File: src/rtl/eusci_baud_gen_pkg.sv
// Shared definitions for the eUSCI UART baud-rate scheduler.
package eusci_baud_gen_pkg;

  typedef enum logic {
    IDLE = 1'b0,
    RUN  = 1'b1
  } state_t;

  localparam int unsigned SUB_PERIODS = 16;
  localparam int unsigned SUB_W       = 4;
  localparam int unsigned IDX_W       = 3;
  localparam int unsigned BR_W        = 16;

  localparam logic [SUB_W-1:0] LAST_SUB = SUB_W'(SUB_PERIODS - 1);

  // Prescaler value 0 behaves as 1, so the reload never underflows.
  function automatic logic [BR_W-1:0] prescale_reload(input logic [BR_W-1:0] brx);
    return (brx == '0) ? '0 : brx - BR_W'(1);
  endfunction

endpackage

File: src/rtl/eusci_baud_gen.sv
// Baud-rate scheduler: divides BRCLK into BITCLK (one pulse per bit) with
// optional 16x oversampling, UCBRFx first-stage and UCBRSx per-bit modulation.
module eusci_baud_gen
  import eusci_baud_gen_pkg::*;
(
  input  logic            BRCLK,
  input  logic            reset_n,
  input  logic            UCSWRST,
  input  logic            UCOS16,
  input  logic [BR_W-1:0] UCBRx,
  input  logic [3:0]      UCBRFx,
  input  logic [7:0]      UCBRSx,
  input  logic            TxBEN,
  input  logic            TxStart,
  output logic            BITCLK,
  output logic            BITCLK16,
  output logic            BaudBusy
);

  state_t           state;
  logic [BR_W-1:0]  cnt;
  logic [SUB_W-1:0] sub;
  logic [IDX_W-1:0] idx;
  logic             ext;

  logic [IDX_W-1:0] eff_idx;
  logic             mod_bit;
  logic             last_sub;
  logic             need_ext;
  logic [BR_W-1:0]  reload;

  // NOTE: every always_comb output gets a default first so no latch is inferred.
  always_comb begin
    eff_idx  = idx;
    if (TxStart) eff_idx = '0;
    mod_bit  = UCBRSx[eff_idx];
    last_sub = !UCOS16 || (sub == LAST_SUB);
    // At most one extension cycle per sub-period: UCBRFx never reaches j=15.
    need_ext = (UCOS16 && (sub < UCBRFx)) || (last_sub && mod_bit);
    reload   = prescale_reload(UCBRx);
  end

  // NOTE: state is updated with non-blocking assignments so every flop samples pre-edge values.
  always_ff @(posedge BRCLK or negedge reset_n) begin
    if (!reset_n) begin
      state    <= IDLE;
      cnt      <= '0;
      sub      <= '0;
      idx      <= '0;
      ext      <= 1'b0;
      BITCLK   <= 1'b0;
      BITCLK16 <= 1'b0;
    end else begin
      BITCLK   <= 1'b0;
      BITCLK16 <= 1'b0;
      unique case (state)
        IDLE: begin
          if (TxBEN && !UCSWRST) begin
            state    <= RUN;
            BITCLK   <= 1'b1;
            BITCLK16 <= UCOS16;
            cnt      <= reload;
            sub      <= '0;
            idx      <= '0;
            ext      <= 1'b0;
          end
        end
        RUN: begin
          if (!TxBEN || UCSWRST) begin
            // Abort wins over a coinciding terminal count.
            state <= IDLE;
            cnt   <= '0;
            sub   <= '0;
            idx   <= '0;
            ext   <= 1'b0;
          end else if (cnt != '0) begin
            cnt <= cnt - BR_W'(1);
          end else if (!ext && need_ext) begin
            ext <= 1'b1;
          end else begin
            ext      <= 1'b0;
            cnt      <= reload;
            BITCLK16 <= UCOS16;
            if (last_sub) begin
              BITCLK <= 1'b1;
              sub    <= '0;
              idx    <= eff_idx + IDX_W'(1);
            end else begin
              sub <= sub + SUB_W'(1);
            end
          end
        end
        default: state <= IDLE;
      endcase
    end
  end

  assign BaudBusy = (state == RUN);

endmodule

File: config.mk
export PLATFORM = sky130hd
export DESIGN_NAME = eusci_baud_gen
export DESIGN_NICKNAME = d
export VERILOG_FILES = /design/src/rtl/eusci_baud_gen_pkg.sv /design/src/rtl/eusci_baud_gen.sv
export SDC_FILE = /design/constraint.sdc
export NUM_CORES = 1
export LEC_CHECK = 0
export BUFFER_PORTS_ARGS = -buffer_cell sky130_fd_sc_hd__buf_2
export CORE_MARGIN = 4
export CORE_UTILIZATION = 46
export CTS_CLUSTER_DIAMETER = 40
export DETAILED_ROUTE_END_ITERATION = 8
export HOLD_SLACK_MARGIN = 0.02
export PLACE_DENSITY = 0.72
export SETUP_SLACK_MARGIN = 0.05
export SYNTH_ARGS = -nofsm -noshare
export SYNTH_HDL_FRONTEND = slang
export SYNTH_SLANG_ARGS = --single-unit
File: constraint.sdc
create_clock -name BRCLK -period 3.14 [get_ports BRCLK]
set_clock_uncertainty 0.05 [all_clocks]
set_input_delay 0.314 -clock BRCLK [delete_from_list [all_inputs] [get_ports BRCLK]]
set_output_delay 0.314 -clock BRCLK [all_outputs]
set_load 0.02 [all_outputs]
# Word-level counts from Yosys, hierarchy flattened
# Cells that the tools add are included.
[classes]
div_mod_pow = 0
magnitude_cmp = 2
mux = 39
n_reduce_logical = 17
addsub = 4
eq_ne = 6
n_mul = 0
n_shift = 0
bitwise = 1
[ops]
columns = ["op", "count"]
rows = [
  ["16-bit two-way mux", 5],
  ["16-bit case mux with 2 select lines", 1],
  ["16-bit by 1-bit subtractor with 16-bit output, second input constant", 2],
  ["4-bit two-way mux", 5],
  ["3-bit two-way mux", 6],
  ["16-bit logical NOT", 1],
  ["16-bit nonzero test", 1],
  ["1-bit two-way mux", 15],
  ["1-bit case mux with 2 select lines", 4],
  ["4-bit case mux with 2 select lines", 1],
  ["3-bit != test, second input constant", 2],
  ["3-bit case mux with 2 select lines", 1],
  ["4-bit by 1-bit adder with 4-bit output, second input constant", 1],
  ["4-bit == test, second input constant", 1],
  ["1-bit logical AND", 4],
  ["1-bit logical NOT", 4],
  ["3-bit by 4-bit less-than comparator with 1-bit output, second input constant", 1],
  ["4-bit less-than comparator", 1],
  ["4-bit != test, second input constant", 1],
  ["2-bit AND reduction", 2],
  ["4-bit AND reduction", 1],
  ["3-bit by 1-bit adder with 3-bit output, second input constant", 1],
  ["1-bit binary-select mux with 3-bit select", 1],
  ["1-bit logical OR", 3],
  ["other kinds (4)", 4],
]
[word_totals]
ff_bits = 27
latch_bits = 0
out_inout_bits = 3
input_bits = 34
memories = 0
mem_bits_rw = 0
romBits = 0

# Longest topological paths before layout
# Gate-level depths: netlist of the first run.
[logic_depth]
depth_word = 10
mapped_depth = 10
ltp_nobuf = 8

# Worst setup path before layout of the first run
# No wires, ideal clock.
[synth_timing]
kind = "register -> register"
startpoint = "register cnt[0]"
endpoint = "register cnt[0]"
arrival_ns = 2.033
required_time_ns = 2.963
slack_ns = 0.929
n_path_buf = 1
stages_incl_launch_ff = 10
path_cell_list = "dfrtp_1 inv_1 ha_1 nor3b_1 nand4_2 or2_4 a21oi_4 or2_1 buf_6 mux2_1"
[synth_via]
elab_chain_cells = 4
elab_cells_between_ends = 7
classes_between = "add/sub: 1; eq/ne: 1; mux: 3; reduce/logical: 2"
[synth_rtl]
columns = ["element", "line", "text"]
rows = [
  ["start: declaration", "eusci_baud_gen.sv:21", "logic [BR_W-1:0] cnt;"],
  ["start signal: assignment", "eusci_baud_gen.sv:62", "cnt <= reload;"],
  ["start signal: assignment", "eusci_baud_gen.sv:77", "cnt <= cnt - BR_W'(1);"],
  ["start signal: assignment", "eusci_baud_gen.sv:82", "cnt <= reload;"],
  ["16-bit by 1-bit subtractor with 16-bit output or 16-bit nonzero test (tied branches)", "eusci_baud_gen.sv:77, eusci_baud_gen.sv:76", ""],
  ["16-bit two-way mux", "eusci_baud_gen.sv:76", "end else if (cnt != '0) begin"],
  ["16-bit two-way mux", "eusci_baud_gen.sv:69", "if (!TxBEN || UCSWRST) begin"],
  ["16-bit case mux with 2 select lines", "eusci_baud_gen.sv:56", "unique case (state)"],
]
# Parallel ways exist; a longest one is shown, timed or not.
# A chain may end at the register's enable or synchronous reset.

# Final worst setup path of the first run
[layout_timing]
startpoint = "register cnt[0]"
endpoint = "register cnt[1]"
# The elaborated chain is that of the path after synthesis.

==> summary.md, run 1 <==
| Metric | Value |
|---|---|
| Unrepaired setup endpoints after global routing | false |
| Commonest non-fill, non-tap cell in the layout | buf_2 |
| Syn. warnings | 0 |
| CP bufs+invs | 1 |
| Io pins | 37 |
| Critical-path cell list | inv_1, ha_1, nor3b_1, nand4_2, or2_4, a21oi_4, or2_1, mux2_1 |
| Final Max Slew Viols | 0 |
| Final Cycle Share | around 81% |
| Highest Clock Rate | between 300 and 400 MHz |
| Ys flop type | dfrtp_1 |
| Fin Hold WS | 0.240 ns |
| Most frequent cells in the layout | 36 x buf_2, 29 x nor2_1, 27 x dfrtp_1 |
| CP max stage delay | between 0.4 and 0.5 ns |
| R2r startpoint | cnt[0] |
| Pre-antenna DRT Iters | 4 |
| Min-delay worst type | primary input to register |
| Final count of hold timing violations | 0 |
| Die ar. | 0.00595 mm² |
| PD cells | 352 mW/mm² |
| Slowest stage cell, crit path | dfrtp_1 |
| Tmin final | between 2 and 3 ns |
| Vias | around 2000 |
| Area Overhead vs Synth | 11.8% |
| Comb power frac | 27.8% |
| Peak supply drop | about 0.22 mV |
| WP depth | 8 |
| Syn_nets | 300 |
| Util after Layout | 54.9% |
| Clk pwr share | 23.1% |
| Avg WL per Cell | 14.5 µm |
| Hold Crit Depth | 2 |
| Die Y | 77.1 µm |
| Async S/R FF share, synth | 100% |
| Final setup violation count | 0 |
| Hold Crit Start | UCOS16 |
| I/O Buffers | 36 |
| Die W | 77.1 µm |
| # H-tree levels | 1 |
| Maxcap violations | 0 |
| CP endpoint kind | register |
| Switch Pwr | 287 µW |
| Leak Pwr | 1.10 nW |
| Leading cell types by total area after synthesis | dfrtp_1 31%, nor2_1 5.0%, ha_1 4.6%, o31ai_1 4.4%, a21oi_1 4.1% |
| Routed Antenna Nets | 0 |
| NumNets Final | 335 |
| Starting Density | between 40% and 50% |
| Flop2flop setup slack | 0.60 ns |
| Largest area contributor in the netlist | dfrtp_1 |
| Relative slew slack | 45.2% |
| Reg2reg path depth | 8 |
| Diode count | 0 |
| Cells after synthesis | between 200 and 300 |
| Sw Ratio | 33.2% |
| Flop and latch count out of synthesis | 27 |
| Number of antenna violations at the first check in global routing | 0 |
| CTS tree | done |
| Cell at the root of the clock tree | clkbuf_8 |
| Largest net degree at the start of global routing | 28 |
| Synth top area share | 30.7% |
| CORE AREA | about 0.0045 mm² |
| Final Wtd Congestion | 0.859 |
| Cts bufs inserted | 3 |
| DR DRC count | 0 |
| HPWL Detailed | between 3000 and 4000 µm |
| Layout cells sized above 1 | between 20% and 30% |
| Clock transition at path regs | ~0.09 ns |
| DR vias/cell | 5.83 |
| Sequential-to-total area share from yosys stat | 30.7% |
| 1st-iter DRT viols | 90 |
| CTS max path bufs | 2 |
| Area of the mapped netlist | 0.00220 mm² |
| Crit Path Max Fanout | 10 |
| Worst Setup SP | cnt[0] |
| Share of power burned in registers | between 40% and 50% |
| Final wirelength | 4990 µm |
| Crit path arrival time | 2.65 ns |
| Global Route Usage Sum | ~17% |
| Post-synth EDFFs | 0 |
| Clock Latency Late Sink | 0.27 ns |
| First-pass GRT wire length | 8510 µm |
| Vias in the first global route | 1864 |
| Least-Margin Pin Slew | about 0.8 ns |
| Worst path top cell family by delay | simple AND/OR/NAND/NOR gates |
| Setup Buffers After CTS | 0 |
| Crit Path Category | register to register |
| Netlist cell types | 57 |
| Status | completed |
| Startpoint Class | register |
| CP required | 3.25 ns |
| Rows | 24 |
| Setup TNS | 0 ns |
| Synth Area per Inst | roughly 8.5 µm² |
| GR Overflow Total | 0 |
| Internal cell power | 577 µW |
| Clk sinks | 27 |
cells by family (layout without fill, tap and decap cells):
logic type	count (synthesis)	in the layout	synth area share, %
simple gates	95	95	24.6
xor+xnor	14	14	5.58
flops	27	27	30.7
fa+ha+maj	8	8	4.55
mux	5	5	2.39
compound gates	82	82	25.8
buf+inv	27	61	6.32
area by class of cell:
| type | instances | area, µm² |
|---|---|---|
| Clock buffer | 4 | 45.0 |
| Fill cell | 436 | 2020 |
| Inverter | 14 | 52.6 |
| Multi-Input combinational cell | 204 | 1380 |
| Sequential cell | 27 | 676 |
| Tap cell | 52 | 65.1 |
| Timing Repair Buffer | 43 | 235 |
stage by stage:
stage	setup WS [ns]	std cells	power [mW]	area (µm²)
2_1_floorplan	0.929	258	0.593	2200
3_3_place_gp	0.685	339	0.665	2400
3_5_place_dp	0.626	339	0.669	2400
4_1_cts	0.607	344	0.867	2460
5_1_grt	0.421	344	0.922	2460
6_report	0.603	344	0.864	2460
worst reg2reg max path, delay by kind of cell (launching register included):
kind / cells / cell delay [ns]
buffers and inverters: 1 / 0.09
multiplexers: 1 / 0.37
flip-flops: 1 / 0.43
adder cells (fa/ha/maj): 1 / 0.14
AO/OA/AOI/OAI: 1 / 0.11
AND/OR/NAND/NOR: 4 / 1.24
cells in the mapped netlist, types with 2 or more instances:
| cell | n |
|---|---|
| nor2_1 | 29 |
| dfrtp_1 | 27 |
| a21oi_1 | 18 |
| inv_1 | 14 |
| o31ai_1 | 13 |
| nand2_1 | 10 |
| o21ai_0 | 9 |
| o21ai_2 | 9 |
| buf_2 | 8 |
| ha_1 | 8 |
| nor3_1 | 8 |
| nand3_1 | 7 |
| xnor2_1 | 7 |
| xor2_1 | 7 |
| o21ai_1 | 6 |
| o22ai_1 | 6 |
| nand2b_1 | 5 |
| and3_1 | 4 |
| nand3b_1 | 4 |
| nor4_1 | 4 |
| a22oi_1 | 3 |
| mux2i_1 | 3 |
| nor2b_1 | 3 |
| nor3b_1 | 3 |
| or4_1 | 3 |
| a211oi_1 | 2 |
| a31oi_1 | 2 |
| a32oi_1 | 2 |
| and2_1 | 2 |
| clkbuf_1 | 2 |
| mux2_1 | 2 |
| or2_1 | 2 |
| or3_1 | 2 |
layer usage:
| metal | GRT usage (%) | part of all wire [%] | wire (µm) | vias to the layer above |
|---|---|---|---|---|
| met5 | 0 | 0 | 0 | - |
| met4 | 3.74 | 0.56 | 28 | 0 |
| met3 | 2.93 | 6.6 | 331 | 2 |
| met2 | 28.2 | 46 | 2290 | 77 |
| met1 | 23.0 | 47 | 2340 | 909 |
| li1 | - | - | - | 1018 |
power by group through the flow:
stage / registers [mW] / logic, mW / clock network, mW
2_1_floorplan: 0.419 / 0.173 / 0
3_3_place_gp: 0.430 / 0.234 / 0
3_5_place_dp: 0.431 / 0.238 / 0
4_1_cts: 0.424 / 0.240 / 0.203
5_1_grt: 0.429 / 0.269 / 0.224
6_report: 0.424 / 0.240 / 0.200
sequential cells by signal, indices dropped and copies added (netlist names):
register and cells:
BaudBusy 1, BITCLK16 1, BITCLK 1, sub 4
idx 3, ext 1, cnt 16
worst paths after layout:
kind                             to
min                        BITCLK16
max                          cnt[1]
max in group asynchronous    cnt[2]
max reg2reg                  cnt[1]
min in group asynchronous    sub[3]
min reg2reg                  cnt[9]
what timing repair did:
item,CTS,global route
hold endpoints to repair,27,0
hold buffers,1,0
gates resized for setup,0,0
endpoints found under the setup margin,0,0
(Power assumes the default switching activity.)
==> inputs of run 2 (changes only) <==
PLACE_DENSITY = 0.75   (was 0.72)
clock period = 2.23 ns   (was 3.14 ns; I/O delays follow)
==> summary.md, run 2 (synthesis results as in run 1) <==
| Metric | Value |
|---|---|
| Final Max Slew Viols | 0 (unchanged) |
| Startpoint Class | register |
| Final total power | 1.31 mW (+52%) |
| Final setup violation count | 0 (unchanged) |
| Leak Pwr | 1.24 nW (+13%) |
| Number of antenna violations at the first check in global routing | 0 (unchanged) |
| Finished Layout Cells | 369 (+7.3%) |
| Routed Antenna Nets | 0 (unchanged) |
| Vias | 2211 (+10%) |
| Pre-antenna DRT Iters | 4 (unchanged) |
| Hold Crit Start | UCOS16 |
| Min-delay worst type | primary input to register |
| Avg WL per Cell | 15.5 µm (+6.8%) |
| Maxcap violations | 0 (unchanged) |
| Area Overhead vs Synth | 24.8% |
| HPWL Detailed | 4190 µm (+8.6%) |
| Global Route Usage Sum | 19.0% (+2.0 points) |
| Largest register FFs | 16 (unchanged) |
| CTS tree | done |
| Die Y | 77.1 µm (unchanged) |
| Status | completed |
| Clk sinks | 27 (unchanged) |
| Io pins | 37 (unchanged) |
| Final wirelength | 5720 µm (+15%) |
| CP required | 2.38 ns (-0.87 ns) |
| Flop2flop setup slack | 0.09 ns (-0.51 ns) |
| Cts bufs inserted | 3 (unchanged) |
| CTS max path bufs | 2 (unchanged) |
| 1st-iter DRT viols | 132 (+47%) |
| Die ar. | 0.00595 mm² (unchanged) |
| CP bufs+invs | 1 (unchanged) |
| Crit Path Category | register to register |
| Min-Delay Endpoint | BITCLK16 |
| Clock transition at path regs | 0.10 ns (about the same) |
| Footprint of the multi-input gates | 0.00146 mm² (+5.2%) |
| Commonest non-fill, non-tap cell in the layout | buf_2 |
| Least-Margin Pin Slew | 0.733 ns (-0.0849 ns) |
| Diode count | 0 (unchanged) |
| DR DRC count | 0 (unchanged) |
| Critical-path cell list | nor4_4, nand4_4, nor3_2, a31oi_1, buf_4, or2_4, o31ai_2 |
| Highest Clock Rate | 468 MHz (+19%) |
| Relative slew slack | 50.9% (+5.7 points) |
| Most frequent cells in the layout | 36 x buf_2, 29 x nor2_1, 27 x buf_4 |
| I/O Buffers | 36 (unchanged) |
| NumNets Final | 360 (+7.5%) |
| # H-tree levels | 1 (unchanged) |
| Unrepaired setup endpoints after global routing | true |
| Final count of hold timing violations | 0 (unchanged) |
| Top Registers | cnt: 16 flops, sub: 4 flops, idx: 3 flops |
| Cells after DPL | 354 (+4.4%) |
| Slowest stage cell, crit path | dfrtp_1 |
| PD cells | 479 mW/mm² (+36%) |
| First-pass GRT wire length | 9440 µm (+11%) |
| Clock Latency Late Sink | 0.28 ns (about the same) |
| GR Overflow Total | 0 (unchanged) |
| Biggest register | cnt |
| Tmin final | 2.14 ns (-0.401 ns) |
| CP max stage delay | 0.45 ns (+0.02 ns) |
| Layout cells sized above 1 | 32.2% (+9.9 points) |
| Vias in the first global route | 2039 (+9.4%) |
| CORE AREA | 0.00447 mm² (unchanged) |
| Die W | 77.1 µm (unchanged) |
| CP endpoint kind | register |
| Crit Path Max Fanout | 6 (-4) |
| Cell at the root of the clock tree | clkbuf_8 |
| R2r startpoint | cnt[11] |
| Final Cycle Share | 95.8% (+15 points) |
| Util after Layout | 61.3% (+6.4 points) |
| Fillers | 388 (-11%) |
| Hold Crit Depth | 2 (unchanged) |
| Final Wtd Congestion | 0.931 (+8.4%) |
| Worst Setup SP | cnt[11] |
| Peak supply drop | 0.217 mV (-0.27%) |
| Reg2reg path depth | 7 (-1) |
| Crit path arrival time | 2.28 ns (-0.37 ns) |
| Rows | 24 (unchanged) |
| Worst path top cell family by delay | simple AND/OR/NAND/NOR gates |
| DR vias/cell | 5.99 (+2.8%) |
| Largest net degree at the start of global routing | 28 (unchanged) |
| Seq. cell area | 678 µm² (+0.37%) |
| Starting Density | 49.1% (unchanged) |
| Reg2reg end | sub[3] |
run 2: changes by cell type in the layout (fill, tap and decap cells not counted), moves of 2 or more:
cell | previous run | this run
buf_4 | 6 | 27
buf_6 | 0 | 2
dfrtp_1 | 27 | 25
dfrtp_2 | 0 | 2
o31ai_1 | 13 | 11
o31ai_2 | 0 | 2
or2_1 | 2 | 0
or2_4 | 1 | 3
run 2: worst register-to-register path: stages, from the launching register on:
cell and delay, ns:
dfrtp_1 0.45, nor4_4 0.40, nand4_4 0.18, nor3_2 0.21, a31oi_1 0.12, buf_4 0.18, or2_4 0.24, o31ai_2 0.23
run 2: routing by layer:
metal / wire (µm) / GRT usage [%] / up-vias
met1: 2500 / 25.3 / 1039
met3: 420 / 2.69 / 2
met5: 0 / 0 / -
li1: - / - / 1077
met4: 28 / 4.63 / 0
met2: 2770 / 32.2 / 93
run 2: area by class of cell:
cell class,instances,area share (%)
Clock buffer,3,1.50
Clock inverter,1,0.182
Inverter,14,1.92
Multi-Input combinational cell,204,53.0
Sequential cell,27,24.7
Tap cell,52,2.37
Timing Repair Buffer,68,16.3
run 2: repair_timing:
action	4_1_cts	5_1_grt
gates resized for setup	0	16
endpoints found under the hold margin	27	0
setup buffers	0	9
gates cloned	0	1
hold buffers	1	0
pin swaps	1	6
endpoints found under the setup margin	1	21
run 2: worst max-delay path by stage:
stage / to / slack, ns / cells past startpoint
2_1_floorplan: cnt[0] / 0.08 / 9
3_3_place_gp: cnt[1] / 0.06 / 7
3_5_place_dp: cnt[0] / 0.05 / 7
4_1_cts: sub[3] / 0.06 / 7
5_1_grt: sub[3] / -0.03 / 7
6_report: sub[3] / 0.09 / 7
run 2: where the power goes:
part / leakage, nW / switching (mW) / internal [mW]
Combinational: 0.865 / 0.233 / 0.202
Clock: 0.0255 / 0.161 / 0.125
Sequential: 0.347 / 0.0529 / 0.538
run 2: per-stage QoR:
step	setup TNS [ns]	hold WS, ns	area [µm²]	worst slack (ns)
after floorplan	0	-0.123	2210	0.0812
after global placement	0	0.224	2530	0.0585
after detailed placement	0	0.228	2530	0.0470
after CTS	0	0.139	2590	0.0572
after global routing	-0.0277	0.145	2740	-0.0277
final	0	0.144	2740	0.0943
==> inputs of run 3 (changes only) <==
ABC_AREA = 1   (was not set)
PLACE_DENSITY = 0.74   (was 0.75)
==> summary.md, run 3 <==
| Metric | Value |
|---|---|
| Syn. warnings | 0 (unchanged) |
| Number of antenna violations at the first check in global routing | 0 (unchanged) |
| DR DRC count | 0 (unchanged) |
| NumNets Final | 476 (+32%) |
| Vias in the first global route | 2439 (+20%) |
| Global Route Usage Sum | 20.5% (+1.5 points) |
| Largest register FFs | 16 (unchanged) |
| Netlist cell types | 29 (-49%) |
| Pre-antenna DRT Iters | 4 (unchanged) |
| Routed Antenna Nets | 0 (unchanged) |
| Largest area contributor in the netlist | dfrtp_1 |
| First-pass GRT wire length | 10900 µm (+15%) |
| Fillers | 526 (+36%) |
| Cts bufs inserted | 3 (unchanged) |
| CP required | 2.35 ns (-0.03 ns) |
| I/O Buffers | 36 (unchanged) |
| Startpoint Class | register |
| Peak supply drop | 0.247 mV (+14%) |
| Crit Path Max Fanout | 11 (+5) |
| Post-synth EDFFs | 0 (unchanged) |
| Synth top area share | 27.1% (-3.6 points) |
| Cell at the root of the clock tree | clkbuf_8 |
| Setup TNS | 0 ns (unchanged) |
| Starting Density | 48.2% (-0.95 points) |
| Tmin final | 1.99 ns (-0.149 ns) |
| Relative slew slack | 55.7% (+4.8 points) |
| Sequential-to-total area share from yosys stat | 27.1% (-3.6 points) |
| Util after Layout | 53.8% (-7.5 points) |
| Ys flop type | dfrtp_1 |
| Area Overhead vs Synth | 11.7% |
| Largest net degree at the start of global routing | 28 (unchanged) |
| Crit path arrival time | 2.11 ns (-0.17 ns) |
| CP bufs+invs | 1 (unchanged) |
| CTS tree | done |
| Leading cell types by total area after synthesis | dfrtp_1 27%, nand2_1 20%, nand3_1 11%, nor2_1 8.4%, inv_1 4.7% |
| Final Cycle Share | 89.1% (-6.7 points) |
| Worst Setup SP | cnt[0] |
| Async S/R FF share, synth | 100% (unchanged) |
| Slowest stage cell, crit path | o21bai_1 |
| Status | completed |
| Final count of hold timing violations | 0 (unchanged) |
| CP endpoint kind | register |
| Commonest cells in the netlist | 135 x nand2_1, 56 x nand3_1, 56 x nor2_1 |
| HPWL Detailed | 4990 µm (+19%) |
| # H-tree levels | 1 (unchanged) |
| R2r startpoint | cnt[0] |
| Rows | 26 (+8.3%) |
| DR vias/cell | 5.14 (-14%) |
| Clock Latency Late Sink | 0.28 ns (about the same) |
| Die ar. | 0.00666 mm² (+12%) |
| GR Overflow Total | 0 (unchanged) |
| Crit Path Category | register to register |
| Commonest non-fill, non-tap cell in the layout | nand2_1 |
| 1st-iter DRT viols | 226 (+71%) |
| CORE AREA | 0.00517 mm² (+16%) |
| Hold Crit Start | UCSWRST |
| Final Wtd Congestion | 0.896 (-3.8%) |
| Final total power | 1.30 mW (-1.1%) |
| Diode count | 0 (unchanged) |
| Count leader, synth | nand2_1 |
| Worst path top cell family by delay | compound AO/OA/AOI/OAI gates |
| Final Max Slew Viols | 0 (unchanged) |
| Io pins | 37 (unchanged) |
| Syn_nets | 440 (+47%) |
| Most frequent cells in the layout | 135 x nand2_1, 56 x nand3_1, 56 x nor2_1 |
| Cells after synthesis | 398 (+54%) |
| Final setup violation count | 0 (unchanged) |
| Die W | 81.6 µm (+5.8%) |
| WP depth | 9 (+2) |
| PD cells | 467 mW/mm² (-2.5%) |
| Maxcap violations | 0 (unchanged) |
| CTS max path bufs | 2 (unchanged) |
| Highest Clock Rate | 503 MHz (+7.5%) |
| Biggest register | cnt |
| Setup Buffers After CTS | 0 (unchanged) |
| CP max stage delay | 0.53 ns (+0.08 ns) |
| Area of the mapped netlist | 0.00249 mm² (+13%) |
| Clk sinks | 27 (unchanged) |
| Vias | 2587 (+17%) |
| Leak Pwr | 1.43 nW (+16%) |
| Least-Margin Pin Slew | 0.663 ns (-0.0706 ns) |
| Layout cells sized above 1 | 14.3% (-18 points) |
| Avg WL per Cell | 12.1 µm (-22%) |
| Top Registers | cnt: 16 flops, sub: 4 flops, idx: 3 flops |
| DP Area | 0.00272 mm² (+7.2%) |
| Clock transition at path regs | 0.10 ns (about the same) |
| Die Y | 81.6 µm (+5.8%) |
| Reg2reg path depth | 9 (+2) |
| Final Instance Area | 0.00278 mm² (+1.5%) |
| Flop and latch count out of synthesis | 27 (unchanged) |
| Synth Area per Inst | 6.26 µm² (-27%) |
| Min-delay worst type | primary input to register |
| Most frequent CP cell | nand3_1 |
| Critical-path cell list | inv_1, ha_1, nand3_1, nand3b_4, nor2_2, o21bai_1, o21ai_0, nand3_1, nand2_1 |
| Final wirelength | 6100 µm (+6.7%) |
| Hold Crit Depth | 2 (unchanged) |
| Unrepaired setup endpoints after global routing | false |
| Fin Hold WS | 0.0960 ns (-0.0484 ns) |
==> run 3: cell types whose count changed after synthesis, moves of 7 or more <==
cell	change
inv_1	+17
nand2_1	+125
o21ai_2	-9
nand4_1	+12
nand3_1	+49
o31ai_1	-13
nor3_1	-7
a21oi_1	-14
nor2_1	+27
==> run 3: through the flow <==
step | std cells | setup slack [ns]
floorplan | 398 | 0.512
global placement | 498 | 0.257
detailed placement | 498 | 0.241
CTS | 503 | 0.210
global route | 503 | 0.0540
finish | 503 | 0.244
==> run 3: metal layers <==
layer	global-route usage, %	vias to the layer above	part of all wire [%]
met5	0	-	0
met4	4.32	0	0.97
met3	2.08	6	5.4
met2	32.7	71	45
met1	30.0	1153	49
li1	-	1357	-
==> run 3: kinds of logic (layout without fill, tap and decap cells) <==
logic type                 after synthesis  after routing  synth area share (%)
and+or+nand+nor                        277            277                  49.9
buffers and inverters                   44             79                  7.58
DFF                                     27             27                  27.1
AOI/OAI and AO/OA                       26             26                  5.72
xor gates and xnor gates                16             16                  5.62
adders and majority gates                8              8                  4.02
==> run 3: where the power goes <==
group / switching, mW / leakage, nW / total, mW / internal (mW)
clock network: 0.162 / 0.0217 / 0.289 / 0.127
logic: 0.261 / 1.06 / 0.414 / 0.153
registers: 0.0621 / 0.351 / 0.596 / 0.534
total: 0.485 / 1.43 / 1.30 / 0.814
==> run 3: worst paths after layout <==
kind	to	slack [ns]
min in group asynchronous	cnt[10]	0.45
worst min-delay path	BaudBusy	0.1
max in group asynchronous	BaudBusy	1.25
worst max register to register	cnt[9]	0.24
worst max-delay path	cnt[9]	0.24
worst min register to register	idx[1]	0.44
==> run 3: repair_timing <==
action / CTS / global route
gates resized for setup: 0 / 2
hold buffers: 1 / 0
setup endpoints to repair: 0 / 7
hold endpoints to repair: 27 / 0
==> run 3: cell type report <==
class                           instances  area [µm²]  area share (%)
Clock inverter                          1        7.51           0.270
Sequential cell                        27         677            24.3
Tap cell                               70        87.6            3.15
Multi-Input combinational cell        327        1640            58.8
Timing Repair Buffer                   37         190            6.83
Clock buffer                            3        41.3            1.48
Inverter                               38         144            5.17
==> run 3: worst register-to-register path, stage by stage, from the launching register on <==
cell and delay (ns):
dfrtp_1 0.38, inv_1 0.09, ha_1 0.21, nand3_1 0.08, nand3b_4 0.14, nor2_2 0.05, o21bai_1 0.53, o21ai_0 0.18
nand3_1 0.10, nand2_1 0.07
